==> config.mk <==
export PLATFORM = sky130hd
export DESIGN_NAME = vga_timing_ctrl
export DESIGN_NICKNAME = d
export VERILOG_FILES = /design/src/rtl/vga_pkg.sv /design/src/rtl/vga_axis_cnt.sv /design/src/rtl/vga_timing_ctrl.sv
export SDC_FILE = /design/constraint.sdc
export NUM_CORES = 1
export LEC_CHECK = 0
export ABC_AREA = 1
export BUFFER_PORTS_ARGS = -buffer_cell sky130_fd_sc_hd__buf_2
export CORE_MARGIN = 1
export CORE_UTILIZATION = 35
export CTS_BUF_LIST = sky130_fd_sc_hd__clkbuf_4
export DETAILED_ROUTE_END_ITERATION = 7
export PLACE_DENSITY_LB_ADDON = 0.08
export SLEW_MARGIN = 20
export SYNTH_ARGS = -nofsm -noshare
export SYNTH_HDL_FRONTEND = slang
export SYNTH_SLANG_ARGS = --single-unit
==> constraint.sdc <==
create_clock -name clk -period 3.5 [get_ports clk]
set_input_delay 0.7 -clock clk [delete_from_list [all_inputs] [get_ports clk]]
set_output_delay 0.7 -clock clk [all_outputs]
set_load 0.01 [all_outputs]
==> src/rtl/vga_pkg.sv <==
// Shared definitions for the VGA timing controller: default 640x480@60
// timing, derived totals, counter width and the controller state encoding.
package vga_pkg;

  localparam int unsigned CNT_W   = 32'd10;
  localparam int unsigned CNT_MAX = 32'd1 << CNT_W;

  localparam int unsigned DEF_H_ACTIVE = 32'd640;
  localparam int unsigned DEF_H_FP     = 32'd16;
  localparam int unsigned DEF_H_SYNC   = 32'd96;
  localparam int unsigned DEF_H_BP     = 32'd48;
  localparam int unsigned DEF_V_ACTIVE = 32'd480;
  localparam int unsigned DEF_V_FP     = 32'd10;
  localparam int unsigned DEF_V_SYNC   = 32'd2;
  localparam int unsigned DEF_V_BP     = 32'd33;

  localparam int unsigned H_TOTAL = DEF_H_ACTIVE + DEF_H_FP + DEF_H_SYNC + DEF_H_BP;
  localparam int unsigned V_TOTAL = DEF_V_ACTIVE + DEF_V_FP + DEF_V_SYNC + DEF_V_BP;

  typedef enum logic [1:0] {
    IDLE  = 2'd0,
    RUN   = 2'd1,
    DRAIN = 2'd2
  } vga_state_e;

  // True when cnt lies in the inclusive window [lo, hi].
  function automatic logic in_window(input logic [CNT_W-1:0] cnt,
                                     input logic [CNT_W-1:0] lo,
                                     input logic [CNT_W-1:0] hi);
    return (cnt >= lo) && (cnt <= hi);
  endfunction

endpackage

==> src/rtl/vga_axis_cnt.sv <==
// One scan axis counter: counts 0..TOTAL-1 on inc, wraps to 0, and flags
// the wrapping increment so the next axis can chain off it.
module vga_axis_cnt
  import vga_pkg::*;
#(
  parameter int unsigned TOTAL = H_TOTAL
) (
  input  logic             clk,
  input  logic             reset,
  input  logic             inc,
  input  logic             clr,
  output logic [CNT_W-1:0] cnt,
  output logic             wrap
);

  localparam logic [CNT_W-1:0] LAST = CNT_W'(TOTAL - 32'd1);
  localparam logic [CNT_W-1:0] ONE  = CNT_W'(32'd1);

  logic [CNT_W-1:0] cnt_q;
  logic [CNT_W-1:0] cnt_d;

  // A clear suppresses the wrap so a forced return to zero never chains.
  assign wrap = inc && !clr && (cnt_q == LAST);
  assign cnt  = cnt_q;

  // Next count: clear wins, then wrap-or-increment, otherwise hold.
  always_comb begin
    cnt_d = cnt_q;
    if (clr) begin
      cnt_d = '0;
    end else if (inc) begin
      if (cnt_q == LAST) begin
        cnt_d = '0;
      end else begin
        cnt_d = cnt_q + ONE;
      end
    end else begin
      cnt_d = cnt_q;
    end
  end

  // Count register with synchronous reset.
  always_ff @(posedge clk) begin
    if (reset) begin
      cnt_q <= '0;
    end else begin
      cnt_q <= cnt_d;
    end
  end

endmodule

==> src/rtl/vga_timing_ctrl.sv <==
// VGA raster timing generator. Counters advance on the external pixel
// enable; all outputs are registered from the next-state counter values so
// sync/de line up with x/y on the same clock.
module vga_timing_ctrl
  import vga_pkg::*;
#(
  parameter int unsigned H_ACTIVE = DEF_H_ACTIVE,
  parameter int unsigned H_FP     = DEF_H_FP,
  parameter int unsigned H_SYNC   = DEF_H_SYNC,
  parameter int unsigned H_BP     = DEF_H_BP,
  parameter int unsigned V_ACTIVE = DEF_V_ACTIVE,
  parameter int unsigned V_FP     = DEF_V_FP,
  parameter int unsigned V_SYNC   = DEF_V_SYNC,
  parameter int unsigned V_BP     = DEF_V_BP,
  parameter logic        SYNC_POL = 1'b0
) (
  input  logic             clk,
  input  logic             reset,
  input  logic             p_tick,
  input  logic             en,
  output logic             h_sync,
  output logic             v_sync,
  output logic             de,
  output logic [CNT_W-1:0] x_pixel,
  output logic [CNT_W-1:0] y_pixel,
  output logic             frame_start,
  output logic             line_start,
  output logic             busy
);

  localparam int unsigned H_TOT = H_ACTIVE + H_FP + H_SYNC + H_BP;
  localparam int unsigned V_TOT = V_ACTIVE + V_FP + V_SYNC + V_BP;

  localparam logic [CNT_W-1:0] H_LAST = CNT_W'(H_TOT - 32'd1);
  localparam logic [CNT_W-1:0] V_LAST = CNT_W'(V_TOT - 32'd1);
  localparam logic [CNT_W-1:0] H_VIS  = CNT_W'(H_ACTIVE);
  localparam logic [CNT_W-1:0] V_VIS  = CNT_W'(V_ACTIVE);
  localparam logic [CNT_W-1:0] HS_LO  = CNT_W'(H_ACTIVE + H_FP);
  localparam logic [CNT_W-1:0] HS_HI  = CNT_W'(H_ACTIVE + H_FP + H_SYNC - 32'd1);
  localparam logic [CNT_W-1:0] VS_LO  = CNT_W'(V_ACTIVE + V_FP);
  localparam logic [CNT_W-1:0] VS_HI  = CNT_W'(V_ACTIVE + V_FP + V_SYNC - 32'd1);
  localparam logic [CNT_W-1:0] ONE    = CNT_W'(32'd1);

  // Timing totals must fit the 10-bit scan counters.
  generate
    if ((H_TOT > CNT_MAX) || (V_TOT > CNT_MAX)) begin : g_size_check
      $error("vga_timing_ctrl: H/V totals exceed counter range");
    end
  endgenerate

  vga_state_e       state_q, state_d;
  logic             h_inc, cnt_clr, idle_start;
  logic [CNT_W-1:0] h_cnt, v_cnt, h_nxt, v_nxt;
  logic             h_wrap, v_wrap;
  logic             running;
  logic             hs_d, vs_d, de_d, fs_d, ls_d;
  logic             hs_q, vs_q, de_q, fs_q, ls_q;

  vga_axis_cnt #(.TOTAL(H_TOT)) u_h_cnt (
    .clk   (clk),
    .reset (reset),
    .inc   (h_inc),
    .clr   (cnt_clr),
    .cnt   (h_cnt),
    .wrap  (h_wrap)
  );

  vga_axis_cnt #(.TOTAL(V_TOT)) u_v_cnt (
    .clk   (clk),
    .reset (reset),
    .inc   (h_wrap),
    .clr   (cnt_clr),
    .cnt   (v_cnt),
    .wrap  (v_wrap)
  );

  // Controller next state and counter control; DRAIN exits only on the last pixel.
  always_comb begin
    state_d    = state_q;
    h_inc      = 1'b0;
    cnt_clr    = 1'b0;
    idle_start = 1'b0;
    case (state_q)
      IDLE: begin
        cnt_clr = 1'b1;
        if (p_tick && en) begin
          state_d    = RUN;
          idle_start = 1'b1;
        end else begin
          state_d = IDLE;
        end
      end
      RUN: begin
        h_inc = p_tick;
        if (en) begin
          state_d = RUN;
        end else begin
          state_d = DRAIN;
        end
      end
      DRAIN: begin
        if (en) begin
          state_d = RUN;
          h_inc   = p_tick;
        end else if (p_tick && (h_cnt == H_LAST) && (v_cnt == V_LAST)) begin
          state_d = IDLE;
          cnt_clr = 1'b1;
        end else begin
          state_d = DRAIN;
          h_inc   = p_tick;
        end
      end
      default: begin
        state_d = IDLE;
        cnt_clr = 1'b1;
      end
    endcase
  end

  // Counter values after this edge, used to pre-decode the registered outputs.
  always_comb begin
    h_nxt = h_cnt;
    v_nxt = v_cnt;
    if (cnt_clr) begin
      h_nxt = '0;
      v_nxt = '0;
    end else if (h_wrap) begin
      h_nxt = '0;
      if (v_wrap) begin
        v_nxt = '0;
      end else begin
        v_nxt = v_cnt + ONE;
      end
    end else if (h_inc) begin
      h_nxt = h_cnt + ONE;
    end else begin
      h_nxt = h_cnt;
      v_nxt = v_cnt;
    end
  end

  // Output decode from next-state position; pulses fire on entry and on wraps.
  always_comb begin
    running = (state_d != IDLE);
    if (running && in_window(h_nxt, HS_LO, HS_HI)) begin
      hs_d = SYNC_POL;
    end else begin
      hs_d = ~SYNC_POL;
    end
    if (running && in_window(v_nxt, VS_LO, VS_HI)) begin
      vs_d = SYNC_POL;
    end else begin
      vs_d = ~SYNC_POL;
    end
    de_d = running && (h_nxt < H_VIS) && (v_nxt < V_VIS);
    fs_d = idle_start || v_wrap;
    ls_d = idle_start || h_wrap;
  end

  // State and output registers with synchronous reset to the idle levels.
  always_ff @(posedge clk) begin
    if (reset) begin
      state_q <= IDLE;
      hs_q    <= ~SYNC_POL;
      vs_q    <= ~SYNC_POL;
      de_q    <= 1'b0;
      fs_q    <= 1'b0;
      ls_q    <= 1'b0;
    end else begin
      state_q <= state_d;
      hs_q    <= hs_d;
      vs_q    <= vs_d;
      de_q    <= de_d;
      fs_q    <= fs_d;
      ls_q    <= ls_d;
    end
  end

  assign h_sync      = hs_q;
  assign v_sync      = vs_q;
  assign de          = de_q;
  assign frame_start = fs_q;
  assign line_start  = ls_q;
  assign x_pixel     = h_cnt;
  assign y_pixel     = v_cnt;
  assign busy        = (state_q != IDLE);

endmodule

==> out/qor.csv, run 1 <==
metric,value,unit
status,"complete, no violations",
main combinational cell family by area after synthesis,simple AND/OR/NAND/NOR gates,
postcts setup bufs,0,
Root Driver,clkbuf_4,
GRT busiest layer,met2,
syn_area_per_cell,6.705,sq um
Detailed Place HPWL,3487,um
fin nets,305,
port bufs,29,
gr usage total,17.76,%
"EDFF count, synth",0,
Rows,25,
clock sink total,27,
Die Wd,72.85,um
Tcrit/Tclk final,64.20,%
CP Data Arrival Time,2490,ps
fin area,0.001997,sq mm
Netlist cell types,33,
drt first pass iters,4,
PD cells,247.0,mW/mm^2
fill cell total of the finished layout,542,
RSZ-0062 raised after global routing,no,
first-pass GRT wire length,7258,um
DR iter-0 viols,79,
Synth area leader,dfxtp_1,
fin crit period,2247,ps
"antenna viol nets, final",0,
"Cell Area, Synth",0.001757,sq mm
num ports,30,
worst hold stages,2,
Synth async-reset ratio,0,%
Placed Cells,356,
maximum vdd drop,181.0,uV
Multi-input gate area,0.001060,sq mm
Core Area,0.004786,sq mm
CP top delay family,simple AND/OR/NAND/NOR gates,
Post-CTS Resized,0,
Die H,72.85,um
DRC Markers,0,
skew final,11.08,ps
CP bufs+invs,3,
area share of the largest cell type after synthesis,30.77,%
share of post-route cells with drive strength above 1,18.09,%
total placed instance area,0.001969,sq mm
Placer Congestion,0.8424,
Finished Layout Cells,360,
Vias/cell,4.658,
cell count after synthesis,262,
CP cell instances,"ha_1, nand3_2, inv_2, nand2_4, nor2_4, nand4_4, nand2_4, inv_4, nand2_1, nand2_1, nor2_1, nand2_1, inv_1, nor2_1, nand2_1, a21oi_1",
R2R setup slack,1250,ps
final-report setup violation count,0,
met2 Usage GRT,31.88,%
GRT overflow,0,
Rel. slew slack,68.80,%
M3 GR Usage,2.901,%
Synth Area in Compound Gates,6.268,%
Worst path most repeated cell,nand2_1,
simple-gate portion of the synthesized area,42.59,%
Clock Path Buffers,2,
final hold viol count,0,
vias in the first global route,1585,
Detailed Route WL,4347,um
post-synthesis xor/xnor area fraction,6.481,%
Num CTS Buffers,3,
pin count of the biggest net entering global routing,16,
mux contribution to synthesized area,0,%
Worst-Skew Late Latency,340,ps
worst hold path class,flop to flop,
CTS tree,done,
Worst Reg-to-Reg Cells,16,
#FFs+latches synth,27,
dominant synthesized flop cell,dfxtp_1,
routed len/inst,12.08,um
hold slack final,570.7,ps
Reg area,540.5,sq um
Max Cap Viol,0,
Area contributors post-synth,"dfxtp_1, nand2_1, nor2_1",
diodes inserted,0,
routed via count,1677,
Post-Synth Adder-Cell Area,4.986,%
Least-Margin Pin Slew,467.5,ps
setup TNS,0,ps
Worst path depth,16,
met1 Resource Use GR,22.33,%
area grow syn2layout,13.68,%
Leakage,0.8957,nW
Critical Path RT,3740,ps
sequential share of the synthesized area,30.77,%
cell at the slowest stage of the critical path,dfxtp_1,
CP Capture Type,flop,
CP Max Fanout,14,
CTS HTree Levels,1,
"slowest stage delay, CP",490,ps
initial antenna violation count,0,
"Net Count, Synth",273,
clk slew on worst S/H paths,160,ps
cts hold-fix bufs,0,
Yosys warning count,0,
maximum clock frequency,0.4450,GHz
die area,0.005306,sq mm
initial core utilization,36.71,%
kind of critical path,flop to flop,
Worst setup SP type,flop,
final max-slew violation count,0,
==> cell families (layout without fill, tap and decap cells) <==
kind of cell / count (synthesis) / after routing
AND/OR/NAND/NOR: 159 / 159
flip-flops: 27 / 27
buffers and inverters: 38 / 69
XOR/XNOR: 13 / 13
AO/OA/AOI/OAI: 18 / 18
adder cells (fa/ha/maj): 7 / 7
==> where the power goes <==
group | internal, mW | total [mW] | switching [mW]
registers | 0.311 | 0.313 | 0.00185
clock network | 0.0429 | 0.144 | 0.101
logic | 0.0106 | 0.0364 | 0.0258
total | 0.364 | 0.493 | 0.129
==> metal layers <==
metal / vias up / wire length [um]
li1: 894 / -
met1: 755 / 2115
met2: 26 / 2084
met3: 2 / 118
met4: 0 / 28
met5: - / 0
==> cell usage in the layout, fill, tap and decap left out, types with 2 or more instances in the layout <==
master / synthesis / routed
inv_4: 2 / 2
nand2_2: 5 / 5
a21oi_1: 5 / 5
xor2_1: 12 / 12
nand3_1: 20 / 20
or2_2: 2 / 2
inv_2: 2 / 2
ha_1: 7 / 7
buf_2: 1 / 29
nand2_4: 2 / 2
nor2_1: 51 / 51
nand2_1: 57 / 57
nor3_1: 9 / 9
o21bai_1: 2 / 2
inv_1: 31 / 31
o21ai_0: 6 / 6
clkbuf_4: 0 / 3
dfxtp_1: 27 / 27
nand4_1: 5 / 5
nand3_2: 2 / 2
==> area by class of cell <==
type / count / share of cell area, %
Clock buffer: 3 / 1.128
Clock inverter: 1 / 0.2506
Timing Repair Buffer: 29 / 7.268
Sequential cell: 27 / 27.07
Tap cell: 67 / 4.198
Multi-Input combinational cell: 197 / 53.07
Inverter: 36 / 7.018
==> metrics by stage <==
| stage | power, mW | utilization [%] | setup slack, ps |
|---|---|---|---|
| after detailed placement | 0.3564 | 41.15 | 1267 |
| final | 0.4933 | 41.73 | 1253 |
| after floorplan | 0.3434 | - | 1570 |
| after global placement | 0.3563 | 41.15 | 1212 |
| after global routing | 0.5177 | 41.73 | 930.8 |
| after CTS | 0.5000 | 41.73 | 1227 |
==> flip-flops by register name (all words and copies together), names as in the netlist <==
name	flops
h_sync	1
v_sync	1
u_h_cnt.cnt	10
de	1
u_v_cnt.cnt	10
state_q	2
frame_start	1
line_start	1
==> cell usage after synthesis (all sizes together), types with 2 or more instances <==
library cell / n
nor2: 52
o21ai: 7
o21bai: 2
ha: 7
nand2: 64
nor3: 10
nand4: 6
dfxtp: 27
or2: 2
xor2: 12
nand3: 23
a21oi: 5
inv: 35
buf: 2
==> final timing paths <==
kind | start | endpoint
worst max-delay path | u_h_cnt.cnt[0]$_SDFFE_PP0N_ | de$_SDFF_PP0_
worst min-delay path | u_h_cnt.cnt[1]$_SDFFE_PP0N_ | u_h_cnt.cnt[1]$_SDFFE_PP0N_
worst max register to register | u_h_cnt.cnt[0]$_SDFFE_PP0N_ | de$_SDFF_PP0_
worst min register to register | u_h_cnt.cnt[1]$_SDFFE_PP0N_ | u_h_cnt.cnt[1]$_SDFFE_PP0N_
==> worst reg2reg max path: stages, from the launching register on <==
cell,delay [ps]
dfxtp_1,490
ha_1,230
nand3_2,100
inv_2,110
nand2_4,60
nor2_4,220
nand4_4,140
nand2_4,140
inv_4,100
nand2_1,70
nand2_1,60
nor2_1,160
nand2_1,70
inv_1,50
nor2_1,30
nand2_1,60
a21oi_1,50
No activity file was read; power rests on OpenSTA's default activity.
==> run 2: changes to the inputs <==
==> constraint.sdc (replaced) <==
create_clock -name clk -period 1.85 [get_ports clk]
set_input_delay 0.37 -clock clk [delete_from_list [all_inputs] [get_ports clk]]
set_output_delay 0.37 -clock clk [all_outputs]
set_load 0.01 [all_outputs]
==> run 2 against run 1 <==
  * The flow now finishes with violations (negative setup slack)
  * First-iteration DRC count increased by 24%
  * Register-to-register slack got worse by 1300 ps
  * Global-route usage increased by 3.6 points
  * Worst hold slack got worse by 260 ps
  * Utilization increased by 20 points
  * Sequential power increased by 89%
  * Count of clock-buffer cells in the layout unchanged
  * Non-clock buffer count increased by 88
  * Routed wire length increased by 30%
  * Total power increased by 110%
  * Clock power increased by 100%
  * Die area unchanged
  * Largest power group unchanged
==> out/qor.csv, run 2 (synthesized netlist as in run 1, its figures left out) <==
metric,value,unit
clock sink total,27,
Leakage,1.382,nW
port bufs,29,
RSZ-0062 raised after global routing,yes,
fin nets,393,
"slowest stage delay, CP",390,ps
worst hold path class,input port to flop,
GRT overflow,0,
R2R setup slack,-80,ps
CP Capture Type,flop,
R2R Path Start,u_h_cnt.cnt[0]$_SDFFE_PP0N_,
CP cell instances,"ha_4, nand3_4, inv_4, nand2_4, nor2_4, nand4_4, nand2_4, inv_8, nand3_4, inv_4, nand2_2, nand2_2, nor2_1, nand2_1, a21oi_2",
Finished Layout Cells,448,
skew final,15.59,ps
drt first pass iters,4,
area grow syn2layout,69.44,%
fill cell total of the finished layout,447,
Worst-Skew Late Latency,350,ps
maximum clock frequency,0.5171,GHz
status,finished with violations,
Max Cap Viol,0,
worst hold stages,2,
Clock Path Buffers,2,
Rows,25,
gr usage total,21.41,%
DRC Markers,0,
vias in the first global route,1900,
maximum vdd drop,248.1,uV
num ports,30,
Root Driver,clkbuf_4,
cell at the slowest stage of the critical path,dfxtp_2,
final hold viol count,0,
Vias/cell,4.665,
"Endpoint, Worst Hold",u_v_cnt.cnt[3]$_SDFFE_PP0N_,
dpl ws,-256.8,ps
CP Max Fanout,8,
CP Data Arrival Time,2220,ps
pin count of the biggest net entering global routing,17,
fin crit period,1934,ps
Rel. slew slack,65.17,%
Detailed Route WL,5656,um
HP Start,reset,
failing checks,negative setup slack,
"antenna viol nets, final",0,
final worst setup slack,-83.99,ps
Detailed Place HPWL,4057,um
first-pass GRT wire length,8763,um
diodes inserted,0,
setup TNS,-792.2,ps
Die Wd,72.85,um
Tcrit/Tclk final,104.5,%
final-report setup violation count,22,
final max-slew violation count,0,
Placer Congestion,0.8978,
CTS HTree Levels,1,
Num CTS Buffers,3,
Die H,72.85,um
"Power, Total",1.015,mW
Multi-input gate area,0.001319,sq mm
"leading cell types in the layout, fill and taps excluded","buf_4, nand2_1, nor2_1",
initial core utilization,36.71,%
Critical Path RT,2140,ps
Least-Margin Pin Slew,518.4,ps
routed via count,2090,
clk slew on worst S/H paths,170,ps
kind of critical path,flop to flop,
share of post-route cells with drive strength above 1,54.07,%
DR iter-0 viols,98,
initial antenna violation count,0,
Worst setup SP type,flop,
Worst Reg-to-Reg Cells,15,
PD cells,341.1,mW/mm^2
CTS tree,done,
die area,0.005306,sq mm
FF-to-FF End,de$_SDFF_PP0_,
routed len/inst,12.63,um
"commonest non-fill, non-tap cell in the layout",buf_4,
Top Registers,"u_h_cnt.cnt (10), u_v_cnt.cnt (10), state_q (2)",
Reg area,553.0,sq um
Placed Cells,425,
Core Area,0.004786,sq mm
-- run 2: final cells by class --
type	instances	share of cell area [%]
flip-flops and latches	27	18.58
clock inverters	1	0.2522
well taps	67	2.816
clock buffers	3	0.7566
multi-input cells	197	44.30
repair buffers	117	28.21
inverters	36	5.086
-- run 2: how the worst max path moves through the flow --
stage               cells after the start  slack, ps                 to                         from
floorplan                              11          6  v_sync$_SDFF_PP1_  u_v_cnt.cnt[0]$_SDFFE_PP0N_
global placement                       11       -280  v_sync$_SDFF_PP1_  u_v_cnt.cnt[0]$_SDFFE_PP0N_
detailed placement                     11       -260  v_sync$_SDFF_PP1_  u_v_cnt.cnt[0]$_SDFFE_PP0N_
CTS                                    15       -110      de$_SDFF_PP0_  u_v_cnt.cnt[1]$_SDFFE_PP0N_
global route                           14       -240  v_sync$_SDFF_PP1_  u_v_cnt.cnt[0]$_SDFFE_PP0N_
finish                                 15        -80      de$_SDFF_PP0_  u_h_cnt.cnt[0]$_SDFFE_PP0N_
-- run 2: power breakdown --
group / total (mW) / internal [mW] / switching [mW]
clock: 0.288 / 0.0831 / 0.205
sequential: 0.591 / 0.588 / 0.00294
combinational: 0.136 / 0.0628 / 0.0733
total: 1.02 / 0.734 / 0.281
-- run 2: what timing repair did --
action | 4_1_cts | 5_1_grt
resized for setup | 48 | 42
hold buffers | 0 | 0
setup endpoints to repair | 24 | 25
cloned | 0 | 0
endpoints found under the hold margin | 0 | 0
setup buffers | 13 | 9
pin swaps | 21 | 30
-- run 2: per-layer routing --
layer	vias to the layer above	global-route usage [%]	share of wire [%]
met5	-	0	0
met1	975	27.06	44
met4	0	6.100	1.4
met3	8	1.796	2.4
met2	36	38.73	52
li1	1071	-	-
-- run 2: per-stage QoR --
step                      utilization (%)  hold slack, ps  area [sq um]
after global routing                62.20           298.8          2977
after floorplan                         -           439.1          1760
after global placement              52.05           627.5          2491
after CTS                           58.17           276.7          2784
after detailed placement            52.05           625.9          2491
final                               62.20           308.1          2977
-- run 2: worst max-delay path: cells and delay by family, from the launching register on --
kind                     cells  cell delay, ps
AO/OA/AOI/OAI                1             110
adder cells (fa/ha/maj)      1             150
buffers and inverters        3             230
flip-flops                   1             390
AND/OR/NAND/NOR             10             970
==> run 3: changes to the inputs <==
--- a/config.mk
+++ b/config.mk
@@ -7,7 +7,9 @@
 export LEC_CHECK = 0
 export ABC_AREA = 1
 export BUFFER_PORTS_ARGS = -buffer_cell sky130_fd_sc_hd__buf_2
-export CORE_MARGIN = 1
+export CELL_PAD_IN_SITES_DETAIL_PLACEMENT = 1
+export CELL_PAD_IN_SITES_GLOBAL_PLACEMENT = 1
+export CORE_MARGIN = 1.5
 export CORE_UTILIZATION = 35
 export CTS_BUF_LIST = sky130_fd_sc_hd__clkbuf_4
 export DETAILED_ROUTE_END_ITERATION = 7
==> run 3 against run 2 <==
  * Utilization decreased by 0.13 points
  * Routed wire length increased by 41%
  * Non-clock buffer count decreased by 11
  * Die area increased by 2.8%
  * Worst setup slack got worse by 170 ps
  * Combinational power decreased by 6%
  * Sequential power about the same
  * Clock power about the same
  * Worst hold slack got worse by 30 ps
  * First-iteration DRC count decreased by 29%
  * Fmax decreased by 7.9%
  * The flow still finishes with violations (negative setup slack)
  * Sequential cell count unchanged
==> out/qor.csv, run 3 (synthesized netlist as in run 1, its figures left out) <==
metric,value,unit
status,finished with violations,
failing checks,negative setup slack,
final max-slew violation count,0,
CP Capture Type,flop,
port bufs,29,
vias in the first global route,2117,
"slowest stage delay, CP",400,ps
clock sink total,27,
drt first pass iters,4,
CP Data Arrival Time,2340,ps
dpl ws,-215.3,ps
Leakage,1.345,nW
Worst-Skew Late Latency,350,ps
Die H,73.85,um
maximum clock frequency,0.4761,GHz
gr usage total,24.82,%
num ports,30,
final-report setup violation count,16,
Rows,25,
Num CTS Buffers,3,
skew final,28.29,ps
"Power, Total",1.009,mW
Critical Path RT,2090,ps
Multi-input gate area,0.001366,sq mm
diodes inserted,0,
Reg area,551.8,sq um
CTS HTree Levels,1,
Detailed Route WL,7971,um
"leading cell types in the layout, fill and taps excluded","buf_4, nand2_1, nor2_1",
CTS tree,done,
PD cells,339.8,mW/mm^2
"commonest non-fill, non-tap cell in the layout",buf_4,
maximum vdd drop,230.8,uV
hold slack final,278.0,ps
final worst setup slack,-250.5,ps
Detailed Place HPWL,4903,um
Tcrit/Tclk final,113.5,%
initial core utilization,36.71,%
pin count of the biggest net entering global routing,16,
Core Area,0.004786,sq mm
"antenna viol nets, final",0,
Clock Path Buffers,2,
fill cell total of the finished layout,623,
setup TNS,-1342,ps
Worst setup SP type,flop,
initial antenna violation count,0,
clk slew on worst S/H paths,190,ps
RSZ-0062 raised after global routing,yes,
Placer Congestion,0.8267,
DRC Markers,0,
DR iter-0 viols,70,
Vias/cell,4.993,
fin crit period,2101,ps
Root Driver,clkbuf_4,
share of post-route cells with drive strength above 1,52.97,%
area grow syn2layout,69.09,%
die area,0.005453,sq mm
routed via count,2182,
CP Max Fanout,6,
CP cell instances,"ha_4, nand3_4, inv_4, nand2_4, nor2_4, nand4_4, nand2_4, buf_12, nor2_4, nand3_2, nand2_2, nor2_1, nand2_1, nand2_1, a21oi_1",
worst hold path class,input port to flop,
cell at the slowest stage of the critical path,dfxtp_2,
Top Registers,"u_h_cnt.cnt (10), u_v_cnt.cnt (10), state_q (2)",
routed len/inst,18.24,um
Rel. slew slack,58.13,%
GRT overflow,0,
Least-Margin Pin Slew,623.2,ps
first-pass GRT wire length,10250,um
Die Wd,73.85,um
Max Cap Viol,0,
final hold viol count,0,
kind of critical path,flop to flop,
fin nets,382,
fin util,62.07,%
==> run 3: layer usage <==
| layer | wire, um | part of all wire [%] | GRT usage, % | up-vias |
|---|---|---|---|---|
| met1 | 3247 | 41 | 28.55 | 1070 |
| li1 | - | - | - | 1049 |
| met2 | 4353 | 55 | 47.05 | 44 |
| met3 | 156 | 2.0 | 2.743 | 19 |
| met5 | 0 | 0 | 0 | - |
| met4 | 215 | 2.7 | 8.025 | 0 |
==> run 3: area by class of cell <==
cell class | count | area share, %
Multi-Input combinational cell | 197 | 46.00
Clock inverter | 1 | 0.1685
Inverter | 36 | 4.886
Clock buffer | 3 | 0.7582
Timing Repair Buffer | 106 | 26.79
Tap cell | 67 | 2.822
Sequential cell | 27 | 18.58
==> run 3: stage by stage <==
stage	area [sq um]	cells
finish	2970	437
global placement	2491	420
floorplan	1760	262
detailed placement	2491	420
CTS	2710	428
global route	2970	437
==> run 3: worst paths after layout <==
| check | startpoint | to | slack [ps] | depth (start not counted) |
|---|---|---|---|---|
| max | u_h_cnt.cnt[1]$_SDFFE_PP0N_ | de$_SDFF_PP0_ | -250 | 15 |
| min | reset | u_v_cnt.cnt[3]$_SDFFE_PP0N_ | 280 | 2 |
| max reg2reg | u_h_cnt.cnt[1]$_SDFFE_PP0N_ | de$_SDFF_PP0_ | -250 | 15 |
| min reg2reg | u_v_cnt.cnt[0]$_SDFFE_PP0N_ | u_v_cnt.cnt[0]$_SDFFE_PP0N_ | 650 | 3 |
==> run 3: timing repair <==
| action | CTS | global route |
|---|---|---|
| pin swaps | 15 | 24 |
| resized for setup | 42 | 51 |
| hold buffers | 0 | 0 |
| setup buffers | 4 | 10 |
| setup endpoints to repair | 15 | 23 |
==> run 3: where the power goes <==
group / leakage [nW] / total (mW) / switching, mW / internal (mW)
Sequential: 0.223 / 0.592 / 0.00309 / 0.589
Combinational: 1.10 / 0.128 / 0.0760 / 0.0518
Clock: 0.0177 / 0.290 / 0.208 / 0.0812
==> run 3: worst max-delay path: cells and delay by family, from the launching register on <==
| family | cells | cell delay (ps) |
|---|---|---|
| adders and majority gates | 1 | 160 |
| buffers and inverters | 2 | 220 |
| DFF | 1 | 400 |
| AOI/OAI and AO/OA | 1 | 50 |
| and+or+nand+nor | 11 | 1160 |
